File: config.mk
export PLATFORM = sky130hd
export DESIGN_NAME = mem_arbiter_flat
export DESIGN_NICKNAME = d
export VERILOG_FILES = /design/src/rtl/mem_arbiter_if.sv /design/src/rtl/mem_arbiter.sv /design/src/flat_wrapper.sv
export SDC_FILE = /design/constraint.sdc
export NUM_CORES = 1
export LEC_CHECK = 0
export ABC_AREA = 1
export BUFFER_PORTS_ARGS = -buffer_cell sky130_fd_sc_hd__buf_2
export CAP_MARGIN = 20
export CORE_AREA = 2 2 121 123
export CTS_CLUSTER_DIAMETER = 50
export DETAILED_ROUTE_END_ITERATION = 10
export DIE_AREA = 0 0 123 125
export GPL_ROUTABILITY_DRIVEN = 1
export PLACE_DENSITY = 0.73
export RECOVER_POWER = 25
export SYNTH_ARGS = -nofsm -noshare
export SYNTH_HDL_FRONTEND = slang
export SYNTH_SLANG_ARGS = --single-unit
File: constraint.sdc
create_clock -name clk -period 3.4 [get_ports clk]
set_input_delay 0.85 -clock clk [delete_from_list [all_inputs] [get_ports clk]]
set_output_delay 0.85 -clock clk [all_outputs]
set_load 0.02 [all_outputs]
File: src/rtl/mem_arbiter_if.sv
// Request/response bus between a requester and a memory-side responder.
// The requester drives valid and the request fields, and the responder answers
// with a one-cycle ready pulse that carries rdata for reads.
interface mem_arbiter_if;
    logic        valid;
    logic        instr;
    logic [31:0] addr;
    logic [31:0] wdata;
    logic [3:0]  wstrb;
    logic        ready;
    logic [31:0] rdata;

    modport master (
        output valid,
        output instr,
        output addr,
        output wdata,
        output wstrb,
        input  ready,
        input  rdata
    );

    modport slave (
        input  valid,
        input  instr,
        input  addr,
        input  wdata,
        input  wstrb,
        output ready,
        output rdata
    );
endinterface

File: src/rtl/mem_arbiter.sv
// Two-master round-robin arbiter in front of a single shared memory port.
// Master 0 is the CPU and master 1 is the DMA. One transaction is in flight at
// a time. The request fields are registered toward memory, and the completion
// (or a forced completion after TIMEOUT wait cycles) is returned to the owner
// combinationally in the cycle the memory answers.
module mem_arbiter #(
    parameter int unsigned TIMEOUT  = 255,
    parameter logic [31:0] RESP_ERR = 32'hFFFF_FFFF
) (
    input  logic          clk,
    input  logic          reset,
    mem_arbiter_if.slave  m0,
    mem_arbiter_if.slave  m1,
    mem_arbiter_if.master s,
    output logic          grant,
    output logic          timeout_err
);

    typedef enum logic {
        IDLE = 1'b0,
        BUSY = 1'b1
    } state_t;

    localparam logic [15:0] TIMEOUT_CNT = 16'(TIMEOUT);
    localparam bit          TIMEOUT_EN  = (TIMEOUT != 0);

    state_t      state;
    state_t      state_next;
    logic        grant_next;
    logic        take;
    logic        done;
    logic        timed_out;
    logic        complete;
    logic [15:0] wait_cnt;
    logic [31:0] resp_data;

    logic        s_valid_q;
    logic        s_instr_q;
    logic [31:0] s_addr_q;
    logic [31:0] s_wdata_q;
    logic [3:0]  s_wstrb_q;

    logic        win_instr;
    logic [31:0] win_addr;
    logic [31:0] win_wdata;
    logic [3:0]  win_wstrb;

    // Decide who wins in IDLE, and whether the outstanding transaction ends this cycle in BUSY
    always_comb begin
        state_next = state;
        grant_next = grant;
        take       = 1'b0;
        done       = 1'b0;
        timed_out  = 1'b0;
        case (state)
            IDLE: begin
                if (m0.valid && m1.valid) begin
                    take       = 1'b1;
                    grant_next = ~grant;
                end else if (m0.valid) begin
                    take       = 1'b1;
                    grant_next = 1'b0;
                end else if (m1.valid) begin
                    take       = 1'b1;
                    grant_next = 1'b1;
                end
                if (take) begin
                    state_next = BUSY;
                end
            end
            BUSY: begin
                if (s.ready) begin
                    done = 1'b1;
                end else if (TIMEOUT_EN && (wait_cnt == TIMEOUT_CNT)) begin
                    done      = 1'b1;
                    timed_out = 1'b1;
                end
                if (done) begin
                    state_next = IDLE;
                end
            end
            default: begin
                state_next = IDLE;
            end
        endcase
    end

    // Select the winning master's request fields so they can be latched on grant
    always_comb begin
        win_instr = m0.instr;
        win_addr  = m0.addr;
        win_wdata = m0.wdata;
        win_wstrb = m0.wstrb;
        if (grant_next) begin
            win_instr = m1.instr;
            win_addr  = m1.addr;
            win_wdata = m1.wdata;
            win_wstrb = m1.wstrb;
        end
    end

    // State, request registers, owner index and wait counter; reset abandons any transaction
    always_ff @(posedge clk) begin
        if (reset) begin
            state     <= IDLE;
            s_valid_q <= 1'b0;
            s_instr_q <= 1'b0;
            s_addr_q  <= 32'd0;
            s_wdata_q <= 32'd0;
            s_wstrb_q <= 4'd0;
            grant     <= 1'b1;
            wait_cnt  <= 16'd0;
        end else begin
            state <= state_next;
            if (take) begin
                s_valid_q <= 1'b1;
                s_instr_q <= win_instr;
                s_addr_q  <= win_addr;
                s_wdata_q <= win_wdata;
                s_wstrb_q <= win_wstrb;
                grant     <= grant_next;
                wait_cnt  <= 16'd0;
            end else if (done) begin
                s_valid_q <= 1'b0;
            end else if (state == BUSY) begin
                wait_cnt <= wait_cnt + 16'd1;
            end
        end
    end

    // A completion held under reset is suppressed so an abandoned transaction never acknowledges
    assign complete    = done && !reset;
    assign resp_data   = timed_out ? RESP_ERR : s.rdata;
    assign timeout_err = timed_out && !reset;

    assign m0.ready = complete && (grant == 1'b0);
    assign m0.rdata = (complete && (grant == 1'b0)) ? resp_data : 32'd0;
    assign m1.ready = complete && (grant == 1'b1);
    assign m1.rdata = (complete && (grant == 1'b1)) ? resp_data : 32'd0;

    assign s.valid = s_valid_q;
    assign s.instr = s_instr_q;
    assign s.addr  = s_addr_q;
    assign s.wdata = s_wdata_q;
    assign s.wstrb = s_wstrb_q;

endmodule

File: src/flat_wrapper.sv
// flat-port wrapper written by rule: the top's interface ports become plain ports
module mem_arbiter_flat 
#(
    parameter int unsigned TIMEOUT  = 255,
    parameter logic [31:0] RESP_ERR = 32'hFFFF_FFFF
)
  (clk, reset, grant, timeout_err, m0_valid, m0_instr, m0_addr, m0_wdata, m0_wstrb, m0_ready, m0_rdata, m1_valid, m1_instr, m1_addr, m1_wdata, m1_wstrb, m1_ready, m1_rdata, s_valid, s_instr, s_addr, s_wdata, s_wstrb, s_ready, s_rdata);
  mem_arbiter_if m0_i ();
  mem_arbiter_if m1_i ();
  mem_arbiter_if s_i ();
  input  logic clk;
  input  logic reset;
  output logic grant;
  output logic timeout_err;
  input wire logic [$bits(m0_i.valid)-1:0] m0_valid;
  input wire logic [$bits(m0_i.instr)-1:0] m0_instr;
  input wire logic [$bits(m0_i.addr)-1:0] m0_addr;
  input wire logic [$bits(m0_i.wdata)-1:0] m0_wdata;
  input wire logic [$bits(m0_i.wstrb)-1:0] m0_wstrb;
  output wire logic [$bits(m0_i.ready)-1:0] m0_ready;
  output wire logic [$bits(m0_i.rdata)-1:0] m0_rdata;
  input wire logic [$bits(m1_i.valid)-1:0] m1_valid;
  input wire logic [$bits(m1_i.instr)-1:0] m1_instr;
  input wire logic [$bits(m1_i.addr)-1:0] m1_addr;
  input wire logic [$bits(m1_i.wdata)-1:0] m1_wdata;
  input wire logic [$bits(m1_i.wstrb)-1:0] m1_wstrb;
  output wire logic [$bits(m1_i.ready)-1:0] m1_ready;
  output wire logic [$bits(m1_i.rdata)-1:0] m1_rdata;
  output wire logic [$bits(s_i.valid)-1:0] s_valid;
  output wire logic [$bits(s_i.instr)-1:0] s_instr;
  output wire logic [$bits(s_i.addr)-1:0] s_addr;
  output wire logic [$bits(s_i.wdata)-1:0] s_wdata;
  output wire logic [$bits(s_i.wstrb)-1:0] s_wstrb;
  input wire logic [$bits(s_i.ready)-1:0] s_ready;
  input wire logic [$bits(s_i.rdata)-1:0] s_rdata;
  assign m0_i.valid = m0_valid;
  assign m0_i.instr = m0_instr;
  assign m0_i.addr = m0_addr;
  assign m0_i.wdata = m0_wdata;
  assign m0_i.wstrb = m0_wstrb;
  assign m0_ready = m0_i.ready;
  assign m0_rdata = m0_i.rdata;
  assign m1_i.valid = m1_valid;
  assign m1_i.instr = m1_instr;
  assign m1_i.addr = m1_addr;
  assign m1_i.wdata = m1_wdata;
  assign m1_i.wstrb = m1_wstrb;
  assign m1_ready = m1_i.ready;
  assign m1_rdata = m1_i.rdata;
  assign s_valid = s_i.valid;
  assign s_instr = s_i.instr;
  assign s_addr = s_i.addr;
  assign s_wdata = s_i.wdata;
  assign s_wstrb = s_i.wstrb;
  assign s_i.ready = s_ready;
  assign s_i.rdata = s_rdata;
  mem_arbiter #(.TIMEOUT(TIMEOUT), .RESP_ERR(RESP_ERR)) u_core (.clk(clk), .reset(reset), .m0(m0_i), .m1(m1_i), .s(s_i), .grant(grant), .timeout_err(timeout_err));
endmodule
# After elaboration in Yosys (flattened, before gate mapping)
# Cells that the tools add are included.
# op_classes
n_addsub	1
n_eq_ne	1
n_mux	27
bitwise	3
reduce_logical	9
# ops
operator	count
32-bit 2-to-1 mux	5
1-bit 2-to-1 mux	20
16-bit by 1-bit adder with 16-bit output, second input constant	1
16-bit by 8-bit equality test with 1-bit output, second input constant	1
1-bit logical AND	5
4-bit 2-to-1 mux	1
1-bit inverter	3
1-bit one-hot mux with 2 select lines	1
2-bit AND reduction	1
2-bit nonzero test	1
2-bit OR reduction	1
1-bit logical NOT	1
# totals
regBits	88
inputBits	175
elab_cells	49

# Logic depth before layout (Yosys ltp)
# logic_depth
ltp_word	8
mapped_depth	8

# Worst setup path before layout
# OpenSTA, ideal clock, no wires.
# synth_path
kind	in2out
from	input s_ready
to	output m1_rdata[22]
arrival_ns	1.847
path_slack_ns	0.703
stages	6
path_buffers	1
cell_sequence	nor2_2 -> nand3_2 -> buf_2 -> nand2_1 -> inv_1 -> nor2_1
# synth_via
elab_chain_len	6
word_cells_on_any_way	9
cone_classes	7 x mux; 2 x reduce/logical
# synth_lines
item	line_no	rtl
start, declared	flat_wrapper.sv:34	input wire logic [$bits(s_i.ready)-1:0] s_ready;
1-bit 2-to-1 mux	mem_arbiter.sv:72	if (s.ready) begin
1-bit 2-to-1 mux (2 in a row)	mem_arbiter.sv:55	case (state)
1-bit logical AND	mem_arbiter.sv:132	assign complete = done && !reset;
1-bit logical AND	mem_arbiter.sv:139	assign m1.rdata = (complete && (grant == 1'b1)) ? resp_data : 32'd0;
32-bit 2-to-1 mux (*)	mem_arbiter.sv:139	
end, declared	flat_wrapper.sv:28	output wire logic [$bits(m1_i.rdata)-1:0] m1_rdata;
# Mark *: on every way between the ends. The rest lies on a longest branch, timed or not. The select of a mux whose other input is x is not followed.

# Worst setup path in the final report
# layout_path
from	register u_core.wait_cnt[0]
to	output m0_rdata[7]
# layout_via
elab_chain_len	8
word_cells_on_any_way	11
cone_classes	1 x eq/ne; 8 x mux; 2 x reduce/logical
# layout_lines
item	line_no	rtl
start, declared	mem_arbiter.sv:34	logic [15:0] wait_cnt;
start signal, assigned	mem_arbiter.sv:126	wait_cnt <= wait_cnt + 16'd1;
16-bit by 8-bit equality test with 1-bit output (*)	mem_arbiter.sv:74	end else if (TIMEOUT_EN && (wait_cnt == TIMEOUT_CNT)) begin
1-bit 2-to-1 mux (*)	mem_arbiter.sv:74	
1-bit 2-to-1 mux	mem_arbiter.sv:72	
1-bit 2-to-1 mux (2 in a row)	mem_arbiter.sv:55	
1-bit logical AND	mem_arbiter.sv:132	
1-bit logical AND	mem_arbiter.sv:137	assign m0.rdata = (complete && (grant == 1'b0)) ? resp_data : 32'd0;
32-bit 2-to-1 mux (*)	mem_arbiter.sv:137	
end, declared	flat_wrapper.sv:21	output wire logic [$bits(m0_i.rdata)-1:0] m0_rdata;
# Marked as above.

==> results.cfg <==
[outcome]
status = finished clean

[cts]
clkLatencyLatePin_ps = 340
cts_tree = yes
cts_max_level = 3
root_buffer = clkbuf_16
cts_max_path_buffers = 2
cts-buffers-inserted = 9
postCtsSetupRepairBufs = 0
clock-sinks = 88
cts.clk_slew.worst_paths_ps = 70

[floorplan]
initial_core_util_pct = 32.6
rows = 44
die_x_um = 123
fp.dieH_um = 125
core_area_um2 = 14200
die_area_um2 = 15400
io-pin-count = 313

[synth]
synthCells = 717
yosys-top-cells-area = dfxtp_1 (38%), nor2_1 (18%), nand2_1 (12%)
synth.largest_area_cell = dfxtp_1
yosysWarnings = 0
ys_ff_latch = 88
synthArstFlopShare_pct = 0
synth_fp_nets = 893
yosysMostFrequentCell = nor2_1
synth.distinct_cells = 24
syn_area_um2 = 4630
synth_flop_cell = dfxtp_1
yosysSeqAreaShare_pct = 38.0
synth_top_cells_by_count = nor2_1 (224), nand2_1 (152), dfxtp_1 (88)
synth_edf_count = 0
synth_top_area_share_pct = 38.0
synth.avg_cell_area_um2 = 6.46

[timing]
tightest_slew_ps = 895
clock.fmax_mhz = 302
holdWs_ps = 453
post-route-min-period_ps = 3310
rsz0062_at_grt = true
drv_slew = 0
relSlewSlack_pct = 40.2
skew_ps = 6.01
setup_viol = 0
hold_viol = 0
finalCritPeriodShare_pct = 97.3

[worst_setup_path]
cpMaxStageDelayCell = nand4_2
critical_path_arrival_ps = 2460
crit_fanout = 16
cp.required_ps = 2550
crit_top_cell = nand2_4
crit_path_end_kind = output port
crit_chain = ha_1 -> nand3_2 -> nor3_4 -> nand2_4 -> nand2_4 -> nand4_2 -> nor2_1 -> buf_2
start_kind = flop
rr_endpoint = u_core.s.addr[22]
r2r_setup_slack_ps = 1250
crit_type = reg -> out
max_stage_delay_ps = 440
startpoint = u_core.wait_cnt[0]
reg2reg_from = u_core.state
ff2ff_path_depth = 7

[place]
numPortBuffers = 312
gp_congestion = 0.886
dpl.hpwl_um = 12000

[grt]
grt_pass1_wl_um = 23900
antenna_found_initial = 0
gr-total-overflow = 0
grt_max_degree = 71
grtUsageTotal_pct = 19.8
grt_pass1_vias = 4895

[detailed_routing]
wirelength_um = 15900
ant_nets = 0
drt_pass1_iterations = 4
via_per_inst = 4.55
wl_per_cell_um = 13.2
vias = 5476
drc_errors = 0
dr.first_iter.drc_count = 229

[power]
power_density_nw_per_um2 = 467
total_leakage_power_uw = 0.00362
ir_worst_vdd_mv = 0.294
power.total_uw = 3090

[finish]
area_growth_pct = 43.1
drive_gt1_share_pct = 31.7
n_antenna_cell = 0
final_nets = 1190

[flow_run]
max-cap-violations = 0

[hold_path]
hold_depth = 2
hp-start = u_core.s.addr[5]
hold_end = u_core.s.addr[5]
hold_path_class = reg -> reg
-- worst max-delay path, delay by kind of cell (launching register included) --
kind	cells	cell delay, ps
buffers and inverters	1	190
flip-flops	1	370
adder cells (fa/ha/maj)	1	210
AND/OR/NAND/NOR	6	1330
-- metal layers --
layer  up-vias  GRT usage, %  wire length, um
li1       2819             -                -
met1      2387          22.6             6440
met2       237          34.0             7700
met3        33          5.20             1220
met5         -             0                0
met4         0          9.56              548
-- final cells by class --
| class | count | area [um2] |
|---|---|---|
| repair buffers | 324 | 1600 |
| clock inverters | 5 | 86.3 |
| flip-flops and latches | 88 | 1760 |
| multi-input cells | 504 | 2370 |
| inverters | 87 | 327 |
| fillers | 1481 | 7580 |
| clock buffers | 11 | 253 |
| well taps | 184 | 230 |
-- metrics by stage --
| stage | worst slack, ps | setup TNS, ps | instance area (um2) | instances | utilization [%] |
|---|---|---|---|---|---|
| 2_1_floorplan | 703 | 0 | 4630 | 717 | - |
| 3_3_place_gp | 547 | 0 | 6310 | 1186 | 44.5 |
| 3_5_place_dp | 470 | 0 | 6310 | 1186 | 44.5 |
| 4_1_cts | 97.7 | 0 | 6650 | 1202 | 46.8 |
| 5_1_grt | -100 | -2520 | 6630 | 1203 | 46.6 |
| 6_report | 92.3 | 0 | 6630 | 1203 | 46.6 |
-- repair_timing --
| item | CTS | global route |
|---|---|---|
| hold endpoints to repair | 0 | 0 |
| gates resized for setup | 0 | 2 |
| setup endpoints to repair | 0 | 66 |
| hold buffers | 0 | 0 |
-- registers in the layout, summed over array words and instances, names as in the netlist --
| name | flops |
|---|---|
| u_core.s.instr | 1 |
| u_core.s.wdata | 32 |
| u_core.grant | 1 |
| u_core.s.addr | 32 |
| u_core.s.wstrb | 4 |
| u_core.state | 1 |
| u_core.wait_cnt | 16 |
| u_core.s.valid | 1 |
-- worst max-delay path by stage --
stage                        end  slack (ps)  depth (start not counted)
floorplan           m1_rdata[22]         700                          6
global placement     m0_rdata[9]         550                          5
detailed placement  m0_rdata[17]         470                          5
CTS                 m0_rdata[21]         100                          8
global route         m0_rdata[8]        -100                          8
finish               m0_rdata[7]          90                          8
-- cell usage in the layout (no fill, tap or decap), types with 9 or more instances in the layout --
cell type	netlist	layout
buf_2	21	272
nor2_1	224	224
nand2_1	152	151
dfxtp_1	88	88
inv_1	84	85
o31ai_1	69	69
clkbuf_1	12	40
buf_4	3	12
nor2_2	11	10
nand3_1	10	10
a21oi_1	9	9
clkbuf_16	0	9
-- kinds of logic after synthesis --
logic type	count (synthesis)	synth area share, %
adders and majority gates	1	0.270
AOI/OAI and AO/OA	84	12.9
DFF	88	38.0
xor gates and xnor gates	6	1.14
and+or+nand+nor	412	36.1
buffers and inverters	126	11.5
-- power by group --
group | switching [uW] | internal [uW]
sequential | 59.3 | 1140
combinational | 509 | 259
clock | 430 | 691
total | 998 | 2090
No activity file was read; power rests on OpenSTA's default activity.
